<file path="config.mk">
export PLATFORM = sky130hd
export DESIGN_NAME = sr_latch_bank_ctrl
export DESIGN_NICKNAME = d
export VERILOG_FILES = /design/src/rtl/sr_latch_bank_ctrl.sv
export SDC_FILE = /design/constraint.sdc
export NUM_CORES = 1
export LEC_CHECK = 0
export CAP_MARGIN = 25
export CORE_ASPECT_RATIO = 0.6
export CORE_MARGIN = 1.5
export CORE_UTILIZATION = 53
export DETAILED_ROUTE_END_ITERATION = 16
export PLACE_DENSITY = 0.9
export SLEW_MARGIN = 20
export SYNTH_ARGS = -nofsm -noshare
export SYNTH_HDL_FRONTEND = slang
export SYNTH_SLANG_ARGS = --single-unit
</file>
<file path="constraint.sdc">
create_clock -name CLK -period 2.6 [get_ports CLK]
set_input_delay 0.52 -clock CLK [delete_from_list [all_inputs] [get_ports CLK]]
set_output_delay 0.52 -clock CLK [all_outputs]
set_load 0.01 [all_outputs]
</file>
<file path="src/rtl/sr_latch_bank_ctrl.sv">
// Round-robin serialiser of set/clear pulses onto a bank of SR latches, with Q feedback check.
// Latency: request at edge k drives S/R from edge k+1; ack one cycle after settle; requests never stall.
module sr_latch_bank_ctrl #(
  parameter int NUM_CH     = 4,
  parameter int PULSE_LEN  = 2,
  parameter int SETTLE_LEN = 1,
  parameter int RESET_WINS = 1
) (
  input  logic                      CLK,
  input  logic                      RST_N,
  input  logic [NUM_CH-1:0]         set_req,
  input  logic [NUM_CH-1:0]         clr_req,
  input  logic                      fault_clr,
  input  logic [NUM_CH-1:0]         q_fb,
  output logic [NUM_CH-1:0]         s_out,
  output logic [NUM_CH-1:0]         r_out,
  output logic [NUM_CH-1:0]         ack,
  output logic                      busy,
  output logic [NUM_CH-1:0]         shadow,
  output logic [NUM_CH-1:0]         shadow_valid,
  output logic                      fault,
  output logic [$clog2(NUM_CH)-1:0] fault_ch
);

  localparam int   CW   = $clog2(NUM_CH);
  localparam int   CNTW = 16;
  localparam logic RW   = (RESET_WINS != 0);

  typedef enum logic [1:0] {IDLE, PULSE, SETTLE} state_t;

  state_t            state, state_nx;
  logic [CW-1:0]     ch, ch_nx, ptr, pick;
  logic              op_set, op_set_nx;
  logic [CNTW-1:0]   cnt, cnt_nx;
  logic [NUM_CH-1:0] pend_set, pend_clr, pend_set_nx, pend_clr_nx;
  logic [NUM_CH-1:0] onehot_nx, onehot_cur;
  logic              found, done, mismatch;
  logic              set_win, clr_win;

  // Walk offsets from far to near so the nearest pending channel after ptr wins.
  always_comb begin
    pick  = '0;
    found = 1'b0;
    for (int off = NUM_CH; off >= 1; off--) begin
      logic [CW-1:0] idx;
      idx = CW'((int'(ptr) + off) % NUM_CH);
      if (pend_set[idx] | pend_clr[idx]) begin
        pick  = idx;
        found = 1'b1;
      end
    end
  end

  always_comb begin
    state_nx    = state;
    ch_nx       = ch;
    op_set_nx   = op_set;
    cnt_nx      = cnt;
    pend_set_nx = pend_set;
    pend_clr_nx = pend_clr;
    done        = 1'b0;
    mismatch    = 1'b0;
    set_win     = 1'b0;
    clr_win     = 1'b0;
    case (state)
      IDLE: begin
        if (found) begin
          ch_nx             = pick;
          op_set_nx         = pend_set[pick];
          pend_set_nx[pick] = 1'b0;
          pend_clr_nx[pick] = 1'b0;
          cnt_nx            = CNTW'(PULSE_LEN - 1);
          state_nx          = PULSE;
        end
      end
      PULSE: begin
        if (cnt == '0) begin
          cnt_nx   = CNTW'(SETTLE_LEN - 1);
          state_nx = SETTLE;
        end else begin
          cnt_nx = cnt - CNTW'(1);
        end
      end
      SETTLE: begin
        if (cnt == '0) begin
          done     = 1'b1;
          mismatch = (q_fb[ch] != op_set);
          state_nx = IDLE;
        end else begin
          cnt_nx = cnt - CNTW'(1);
        end
      end
      default: state_nx = IDLE;
    endcase
    // New requests land after dequeue so the in-service channel can re-queue.
    for (int i = 0; i < NUM_CH; i++) begin
      set_win = set_req[i] & (~clr_req[i] | ~RW);
      clr_win = clr_req[i] & (~set_req[i] | RW);
      if (set_win) begin
        pend_set_nx[i] = 1'b1;
        pend_clr_nx[i] = 1'b0;
      end else if (clr_win) begin
        pend_clr_nx[i] = 1'b1;
        pend_set_nx[i] = 1'b0;
      end
    end
  end

  assign onehot_nx  = NUM_CH'(1) << ch_nx;
  assign onehot_cur = NUM_CH'(1) << ch;

  always_ff @(posedge CLK) begin
    if (!RST_N) begin
      state        <= IDLE;
      ch           <= '0;
      op_set       <= 1'b0;
      cnt          <= '0;
      ptr          <= CW'(NUM_CH - 1);
      pend_set     <= '0;
      pend_clr     <= '0;
      s_out        <= '0;
      r_out        <= '0;
      ack          <= '0;
      busy         <= 1'b0;
      shadow       <= '0;
      shadow_valid <= '0;
      fault        <= 1'b0;
      fault_ch     <= '0;
    end else begin
      state    <= state_nx;
      ch       <= ch_nx;
      op_set   <= op_set_nx;
      cnt      <= cnt_nx;
      pend_set <= pend_set_nx;
      pend_clr <= pend_clr_nx;
      s_out    <= (state_nx == PULSE &&  op_set_nx) ? onehot_nx : '0;
      r_out    <= (state_nx == PULSE && !op_set_nx) ? onehot_nx : '0;
      busy     <= (state_nx != IDLE);
      ack      <= done ? onehot_cur : '0;
      if (done) begin
        shadow[ch]       <= op_set;
        shadow_valid[ch] <= 1'b1;
        ptr              <= ch;
      end
      // A mismatch seen on the clearing edge re-arms the fault with the new channel.
      if (mismatch && (!fault || fault_clr)) begin
        fault    <= 1'b1;
        fault_ch <= ch;
      end else if (fault_clr) begin
        fault    <= 1'b0;
        fault_ch <= '0;
      end
    end
  end

endmodule
</file>
==> results of run 1 <==
## state kept, by name (all words and copies together), names as in the netlist
register,flops
ch,2
shadow_valid,4
fault,1
ptr,2
op_set,1
fault_ch,2
state,2
pend_set,4
ack,4
busy,1
r_out,4
cnt,16
s_out,4
shadow,4
pend_clr,4
## worst max-delay path: stages (launching register included)
cell      delay (ns)
dfxtp_1         0.40
inv_1           0.10
ha_1            0.29
nor4bb_1        0.19
nand4_1         0.12
and2_1          0.29
nand3_1         0.19
or4_2           0.58
a21oi_1         0.15
## stage by stage
step	utilization (%)	power, W	hold WS, ns	setup WS (ns)	area, µm²
floorplan	-	0.00294	0.486	0.418	2530
global placement	64.5	0.00332	0.448	0.279	2960
detailed placement	64.5	0.00341	0.458	0.185	2960
CTS	66.7	0.00392	0.484	0.206	3060
global route	66.8	0.00424	0.493	0.0588	3070
finish	66.8	0.00395	0.482	0.212	3070
## cell families (layout without fill, tap and decap cells)
kind of cell    after synthesis  count (layout)  synth area share [%]
fa+ha+maj                     5               5                  2.47
mux                           5               5                  2.52
simple gates                121             121                  27.6
compound gates               63              63                  17.5
buf+inv                      18              57                  3.21
flops                        55              55                  43.5
xor+xnor                      9               9                  3.11
## area by class of cell
type,instances,area [µm²]
Clock buffer,5,68.8
Clock inverter,3,33.8
Fill cell,374,1520
Inverter,9,33.8
Multi-Input combinational cell,203,1350
Sequential cell,55,1100
Tap cell,63,78.8
Timing Repair Buffer,40,395
## metal layers
metal  part of all wire, %  global-route usage (%)  vias to the layer above  wire [µm]
li1                      -                       -                     1074          -
met2                    43                    36.6                       98       2550
met1                    46                    33.8                     1045       2760
met5                     0                       0                        -          0
met4                  0.98                    10.5                        0         58
met3                   9.8                    6.78                        6        580
## power by group through the flow
| stage | Combinational, W | Clock (W) | Sequential (W) |
|---|---|---|---|
| global placement | 0.00202 | 0 | 0.00130 |
| floorplan | 0.00169 | 0 | 0.00125 |
| global route | 0.00236 | 0.000552 | 0.00133 |
| CTS | 0.00211 | 0.000516 | 0.00130 |
| finish | 0.00214 | 0.000509 | 0.00130 |
| detailed placement | 0.00210 | 0 | 0.00131 |
## what timing repair did
| item | 4_1_cts | 5_1_grt |
|---|---|---|
| resized for setup | 0 | 1 |
| setup endpoints to repair | 0 | 2 |
| setup buffers | 0 | 0 |
## path summary, 6_finish.rpt
check | to | depth (start not counted)
worst max-delay path | cnt[7]$_SDFFE_PN0P_ | 8
worst min-delay path | shadow_valid[1]$_SDFFE_PN0P_ | 1
worst max register to register | cnt[7]$_SDFFE_PN0P_ | 8
worst min register to register | shadow_valid[1]$_SDFFE_PN0P_ | 1
## layout by cell type (no fill, tap or decap), types with 5 or more instances in the layout
cell,synthesis,layout
dfxtp_1,55,55
clkdlybuf4s50_1,0,38
nor2_1,36,36
nand2_1,15,15
a21oi_1,14,14
o21ai_0,12,12
nand3_1,11,11
nor2b_1,10,10
inv_1,9,9
nor3_1,8,8
o21a_1,6,6
a31oi_1,6,6
xnor2_1,5,5
ha_1,5,5
clkbuf_8,0,5
==> metrics.yaml, run 1 <==
clk_pin_slew_ns: 0.11
first_global_vias: 2107
skew_ns: 0.0113
clockBufferDepth: 2
dieArea_um2: 5210
switching_power_w: 0.00178
yosys.area.top_type_share_pct: 43.5
maxSlewViolCount: 0
num_antenna_cells: 0
status: "complete, no violations"
synth_area_per_cell_um2: 9.17
cts_tree: "done"
max_freq_ghz: 0.419
critPathLaunchType: "flop"
drv_cap: 0
synth_flop_cell: "dfxtp_1"
switching_share_pct: 45.1
chipHeight_um: 56.5
ys_warn_count: 0
worst-setup-path-type: "reg -> reg"
crit_fanout: 9
r2r_slack_ns: 0.21
ys_top_cells_by_count: "dfxtp_1, nor2_1, nand2_1"
power_density_nw_per_um2: 1290
drive_above_1_share_pct: 8.25
combPwrFrac_pct: 54.1
cp-startpoint: "state[0]$_SDFF_PN0_"
tns_ns: 0
clk_latency_ns: 0.32
drtAntennaViolNets: 0
gr-usage-all-layers_pct: 24.7
synth_nets: 296
seqPwrFrac_pct: 33.0
firstDrtPassIters: 5
wl_per_cell_um: 15.7
grt_max_degree: 28
postSynthCellCount: 276
end_kind: "flop"
grt_pass1_wl_um: 9990
fin_crit_sh_pct: 91.8
clkPwrFrac_pct: 12.9
dp_hpwl_um: 4400
layout.cells.non_filler: 378
grt_antenna_before_repair: 0
rsz0062_at_grt: "no"
viasPerCell: 5.88
num_io_pins: 39
maxSlewHeadroom_pct: 50.9
core_area_um2: 4590
place_inst: 370
r2r_start: "state[0]$_SDFF_PN0_"
finalNetCount: 334
crit_required_ns: 2.84
cts-root-buf: "clkbuf_8"
cts.sinks: 55
peakVddDrop_uv: 682
hp-class: "reg -> reg"
ys_types: 61
p_int_w: 0.00217
min_from: "shadow_valid[1]$_SDFFE_PN0P_"
synth.most_common_cell: "dfxtp_1"
finalHoldViolCount: 0
synth_area_um2: 2530
die_x_um: 92.2
synth_edf_count: 0
worstPathArrival_ns: 2.63
syn2layout_area_growth_pct: 21.1
cts_made_buffers: 5
drt-initial-drc-count: 163
period_needed_ns: 2.39
routed_wl_um: 5950
hold_buffers: 0
synthTopCellsByArea: "dfxtp_1, nor2_1, a21oi_1, nor4_4, ha_1"
setup_violations: 0
drcViolationCount: 0
htree_levels: 2
synth_top_area_cell: "dfxtp_1"
p_leak_nw: 1.16
route.vias.total: 2223
overflow: 0
place_congestion: 0.931
async_flop_share_pct: 0
initial_utilization_pct: 55.2
port_buffers: 38
yosysSeqAreaShare_pct: 43.5
rows: 19
ys_ff_latch: 55
tightest_slew_ns: 0.730
No activity file was read; power rests on OpenSTA's default activity.
==> run 2: changes to the inputs <==
- CORE_UTILIZATION: 53 -> 48
- PLACE_DENSITY: 0.9 -> 0.86
- clock period: 2.6 -> 2 ns (I/O delays scaled with it)
==> metrics.yaml, run 2 (synthesis results as in run 1) <==
first_global_vias: 2383
cts_tree: "done"
max_freq_ghz: 0.485
crit_fanout: 3
r2r-end: "r_out[3]$_SDFF_PN0_"
finalNetCount: 383
critPathLaunchType: "flop"
fin_crit_sh_pct: 103
tightest_slew_ns: 0.495
initial_utilization_pct: 49.8
route.vias.total: 2540
wl_per_cell_um: 17.5
gr-usage-all-layers_pct: 24.8
dpl_cell_area_um2: 3320
routed_wl_um: 7530
place_congestion: 0.861
cts_made_buffers: 5
violations: "negative setup slack"
grt_antenna_before_repair: 0
largest_reg_flops: 16
drtAntennaViolNets: 0
combPwrFrac_pct: 64.5
hp-class: "reg -> reg"
core_area_um2: 5080
max_stage_delay_ns: 0.43
top_register: "cnt"
p_int_w: 0.00396
seqPwrFrac_pct: 24.0
skew_ns: 0.00712
final_common_cell: "buf_4"
num_io_pins: 39
drv_cap: 0
viasPerCell: 5.91
multiInputGateArea_um2: 1510
setup_ws_ns: -0.0612
die_x_um: 96.8
maxSlewViolCount: 0
end_kind: "flop"
crit_required_ns: 2.26
r2r_start: "cnt[9]$_SDFFE_PN0P_"
seq_area_um2: 1110
r2r_slack_ns: -0.06
whs_path_depth: 1
mostFrequentLayoutCells: "buf_4, dfxtp_1, clkdlybuf4s50_1"
overflow: 0
crit_path_top_delay_cell: "or3b_4"
p_leak_nw: 1.44
crit_buf_inv: 0
finalHoldViolCount: 0
chipHeight_um: 59.3
postLayoutCellArea_um2: 3620
clkPwrFrac_pct: 11.5
num_antenna_cells: 0
rsz0062_at_grt: "yes"
min_from: "shadow_valid[0]$_SDFFE_PN0P_"
drt-initial-drc-count: 267
status: "finished with violations"
min_to: "shadow_valid[0]$_SDFFE_PN0P_"
cts-root-buf: "clkbuf_8"
power_density_nw_per_um2: 1900
pre_cts_ws_ns: -0.244
dp_hpwl_um: 5070
grt_max_degree: 28
drive_above_1_share_pct: 29.4
switching_share_pct: 42.4
firstDrtPassIters: 5
maxSlewHeadroom_pct: 66.9
cts.sinks: 55
setup_violations: 3
drcViolationCount: 0
grt_pass1_wl_um: 11100
htree_levels: 2
worst-setup-path-type: "reg -> reg"
peakVddDrop_uv: 885
rows: 20
cpLargestDelayFamily: "simple AND/OR/NAND/NOR gates"
syn2layout_area_growth_pct: 43.2
clk_latency_ns: 0.32
crit_chain: "nor4_4 > nand4_2 > and3_4 > a2111oi_4 > or3b_4 > nor2_1"
period_needed_ns: 2.06
worstPathArrival_ns: 2.32
fillCellCount: 357
clockBufferDepth: 2
port_buffers: 38
switching_power_w: 0.00291
clk_pin_slew_ns: 0.11
reg2reg_depth: 6
dieArea_um2: 5730
[run 2: cell count changes in the layout (fill, tap and decap cells not counted), sizes merged]
| cell | previous run | this run |
|---|---|---|
| buf | 2 | 51 |
| bufinv | 0 | 1 |
| inv | 10 | 9 |
[run 2: cell type report]
class | instances | area share [%]
Inverter | 9 | 0.932
Tap cell | 66 | 2.28
Clock buffer | 5 | 1.90
Sequential cell | 55 | 30.7
Clock inverter | 3 | 1.52
Timing Repair Buffer | 89 | 21.1
Multi-Input combinational cell | 203 | 41.6
[run 2: how the worst max path moves through the flow]
stage               slack, ns  cells after the start                  end                  from
floorplan               -0.05                      9  cnt[7]$_SDFFE_PN0P_   state[0]$_SDFF_PN0_
global placement        -0.14                      7  s_out[3]$_SDFF_PN0_                 RST_N
detailed placement      -0.24                      7  r_out[3]$_SDFF_PN0_                 RST_N
CTS                   -0.0007                      9  r_out[3]$_SDFF_PN0_   cnt[0]$_SDFFE_PN0P_
global route            -0.13                      7  r_out[3]$_SDFF_PN0_  cnt[10]$_SDFFE_PN0P_
finish                  -0.06                      6  r_out[3]$_SDFF_PN0_   cnt[9]$_SDFFE_PN0P_
[run 2: metal layers]
layer | vias up | GRT usage (%) | wire length (µm)
met2 | 140 | 38.1 | 3400
met3 | 26 | 7.19 | 672
met5 | - | 0 | 0
li1 | 1175 | - | -
met4 | 0 | 9.73 | 136
met1 | 1199 | 33.5 | 3330
[run 2: what timing repair did]
item                                    CTS  global route
hold buffers                              0             0
setup buffers                             0             3
endpoints found under the setup margin   13            28
gates cloned                              0             0
gates resized for setup                  18            22
pin swaps                                 1             9
[run 2: metrics by stage]
stage	TNS (ns)	hold WS, ns	utilization (%)	power, W	cells
floorplan	-0.0543	0.476	-	0.00386	276
global placement	-0.697	0.458	65.4	0.00523	419
detailed placement	-1.63	0.459	65.4	0.00540	419
CTS	-0.000699	0.496	69.1	0.00631	427
global route	-0.758	0.512	71.3	0.00726	430
finish	-0.128	0.494	71.3	0.00687	430
[run 2: power groups by stage]
stage / registers, W / logic, W / clock network [W]
finish: 0.00165 / 0.00443 / 0.000790
detailed placement: 0.00162 / 0.00378 / 0
global placement: 0.00161 / 0.00362 / 0
CTS: 0.00161 / 0.00391 / 0.000795
floorplan: 0.00163 / 0.00223 / 0
global route: 0.00168 / 0.00473 / 0.000840
==> run 3: changes to the inputs <==
- CORE_UTILIZATION: 48 -> 53
- CTS_CLUSTER_DIAMETER: default -> 200
- HOLD_SLACK_MARGIN: default -> 0.12
- PLACE_DENSITY: 0.86 -> 0.9
- clock period: 2 -> 2.25 ns (I/O delays scaled with it)
==> metrics.yaml, run 3 (synthesis results as in run 1) <==
fin_crit_sh_pct: 95.9
switching_share_pct: 44.4
clockBufferDepth: 2
crit_fanout: 7
routed_wl_um: 6250
cpLargestDelayFamily: "simple AND/OR/NAND/NOR gates"
crit_path_top_delay_cell: "or4_2"
crit_chain: "inv_1 > ha_1 > a31oi_2 > and2_2 > nand3_1 > or4_2 > a21oi_1"
cts-root-buf: "clkbuf_8"
drv_cap: 0
worstPathArrival_ns: 2.42
place_inst: 386
drtAntennaViolNets: 0
clk_latency_ns: 0.32
num_antenna_cells: 0
drt-initial-drc-count: 216
power_density_nw_per_um2: 1510
clkPwrFrac_pct: 12.0
post_cts_buffers: 0
postLayoutCellArea_um2: 3200
layout.cells.non_filler: 394
critPathLaunchType: "flop"
gr-usage-all-layers_pct: 25.3
dieArea_um2: 5210
crit_buf_inv: 1
crit_required_ns: 2.51
chipHeight_um: 56.5
grt_max_degree: 28
finalHoldViolCount: 0
mostFrequentLayoutCells: "dfxtp_1, clkdlybuf4s50_1, nor2_1"
core_area_um2: 4590
skew_ns: 0.00452
holdWs_ns: 0.473
pre_cts_ws_ns: 0.0253
htree_levels: 2
combPwrFrac_pct: 57.2
route.vias.total: 2296
period_needed_ns: 2.16
peakVddDrop_uv: 920
p_leak_nw: 1.24
dp_hpwl_um: 4560
status: "complete, no violations"
final_common_cell: "dfxtp_1"
maxSlewViolCount: 0
dpl_cell_area_um2: 3080
num_io_pins: 39
setup_ws_ns: 0.0934
seqPwrFrac_pct: 30.7
cts.sinks: 55
grt_pass1_wl_um: 10100
viasPerCell: 5.83
fillCellCount: 343
syn2layout_area_growth_pct: 26.6
hp-class: "reg -> reg"
p_int_w: 0.00269
drive_above_1_share_pct: 14.5
die_x_um: 92.2
max_freq_ghz: 0.464
tightest_slew_ns: 0.579
max_stage_delay_ns: 0.58
rsz0062_at_grt: "yes"
place_congestion: 0.932
drcViolationCount: 0
wl_per_cell_um: 15.9
maxSlewHeadroom_pct: 61.1
clk_pin_slew_ns: 0.10
end_kind: "flop"
largest_reg_flops: 16
rows: 19
worst-setup-path-type: "reg -> reg"
cts_tree: "done"
top_register: "cnt"
setup_violations: 0
initial_utilization_pct: 55.2
grt_antenna_before_repair: 0
finalNetCount: 350
cts_made_buffers: 5
switching_power_w: 0.00215
firstDrtPassIters: 5
overflow: 0
first_global_vias: 2130
seq_area_um2: 1100
multiInputGateArea_um2: 1380
port_buffers: 38
==> run 3: cell count changes in the layout (fill, tap and decap cells not counted), moves of 3 or more <==
| cell | before | now |
|---|---|---|
| o21ai_0 | 9 | 12 |
| dfxtp_1 | 47 | 53 |
| dfxtp_2 | 8 | 2 |
| buf_4 | 51 | 18 |
| nand3_1 | 8 | 11 |
==> run 3: final cells by class <==
class | count | area share (%)
multi-input cells | 203 | 43.0
flip-flops and latches | 55 | 34.4
repair buffers | 56 | 16.1
well taps | 63 | 2.46
clock buffers | 5 | 2.15
inverters | 9 | 1.05
clock inverters | 3 | 0.859
==> run 3: what timing repair did <==
action | 4_1_cts | 5_1_grt
setup endpoints to repair | 1 | 17
gates resized for setup | 1 | 7
hold buffers | 0 | 0
==> run 3: stage by stage <==
stage                      TNS, ns  total power (W)  utilization (%)
after floorplan                  0          0.00340                -
after global placement           0          0.00401             67.1
final                            0          0.00484             69.8
after CTS                        0          0.00476             69.2
after global routing      -0.00414          0.00522             69.8
after detailed placement         0          0.00415             67.1
==> run 3: worst register-to-register path, delay by kind of cell (launching register included) <==
kind,cells,cell delay (ns)
AO/OA/AOI/OAI,2,0.38
buffers and inverters,1,0.11
flip-flops,1,0.42
AND/OR/NAND/NOR,3,0.97
adder cells (fa/ha/maj),1,0.22
==> run 3: power groups by stage <==
stage	Combinational, W	Sequential [W]	Clock, W
after floorplan	0.00195	0.00145	0
after global placement	0.00254	0.00147	0
after detailed placement	0.00267	0.00149	0
after CTS	0.00269	0.00147	0.000595
after global routing	0.00306	0.00152	0.000637
final	0.00277	0.00149	0.000583
==> run 3: final timing paths <==
path                                     start                            to  slack, ns  cells after the start
setup / recovery           state[1]$_SDFF_PN0_           cnt[7]$_SDFFE_PN0P_       0.09                      7
hold / removal    shadow_valid[1]$_SDFFE_PN0P_  shadow_valid[1]$_SDFFE_PN0P_       0.47                      1
setup reg to reg           state[1]$_SDFF_PN0_           cnt[7]$_SDFFE_PN0P_       0.09                      7
hold reg to reg   shadow_valid[1]$_SDFFE_PN0P_  shadow_valid[1]$_SDFFE_PN0P_       0.47                      1
==> run 3: layer usage <==
layer | global-route usage (%) | vias up | part of all wire, %
met5 | 0 | - | 0
met1 | 36.3 | 1063 | 48
met4 | 8.35 | 0 | 1.2
li1 | - | 1105 | -
met3 | 5.96 | 8 | 8.1
met2 | 37.6 | 120 | 43
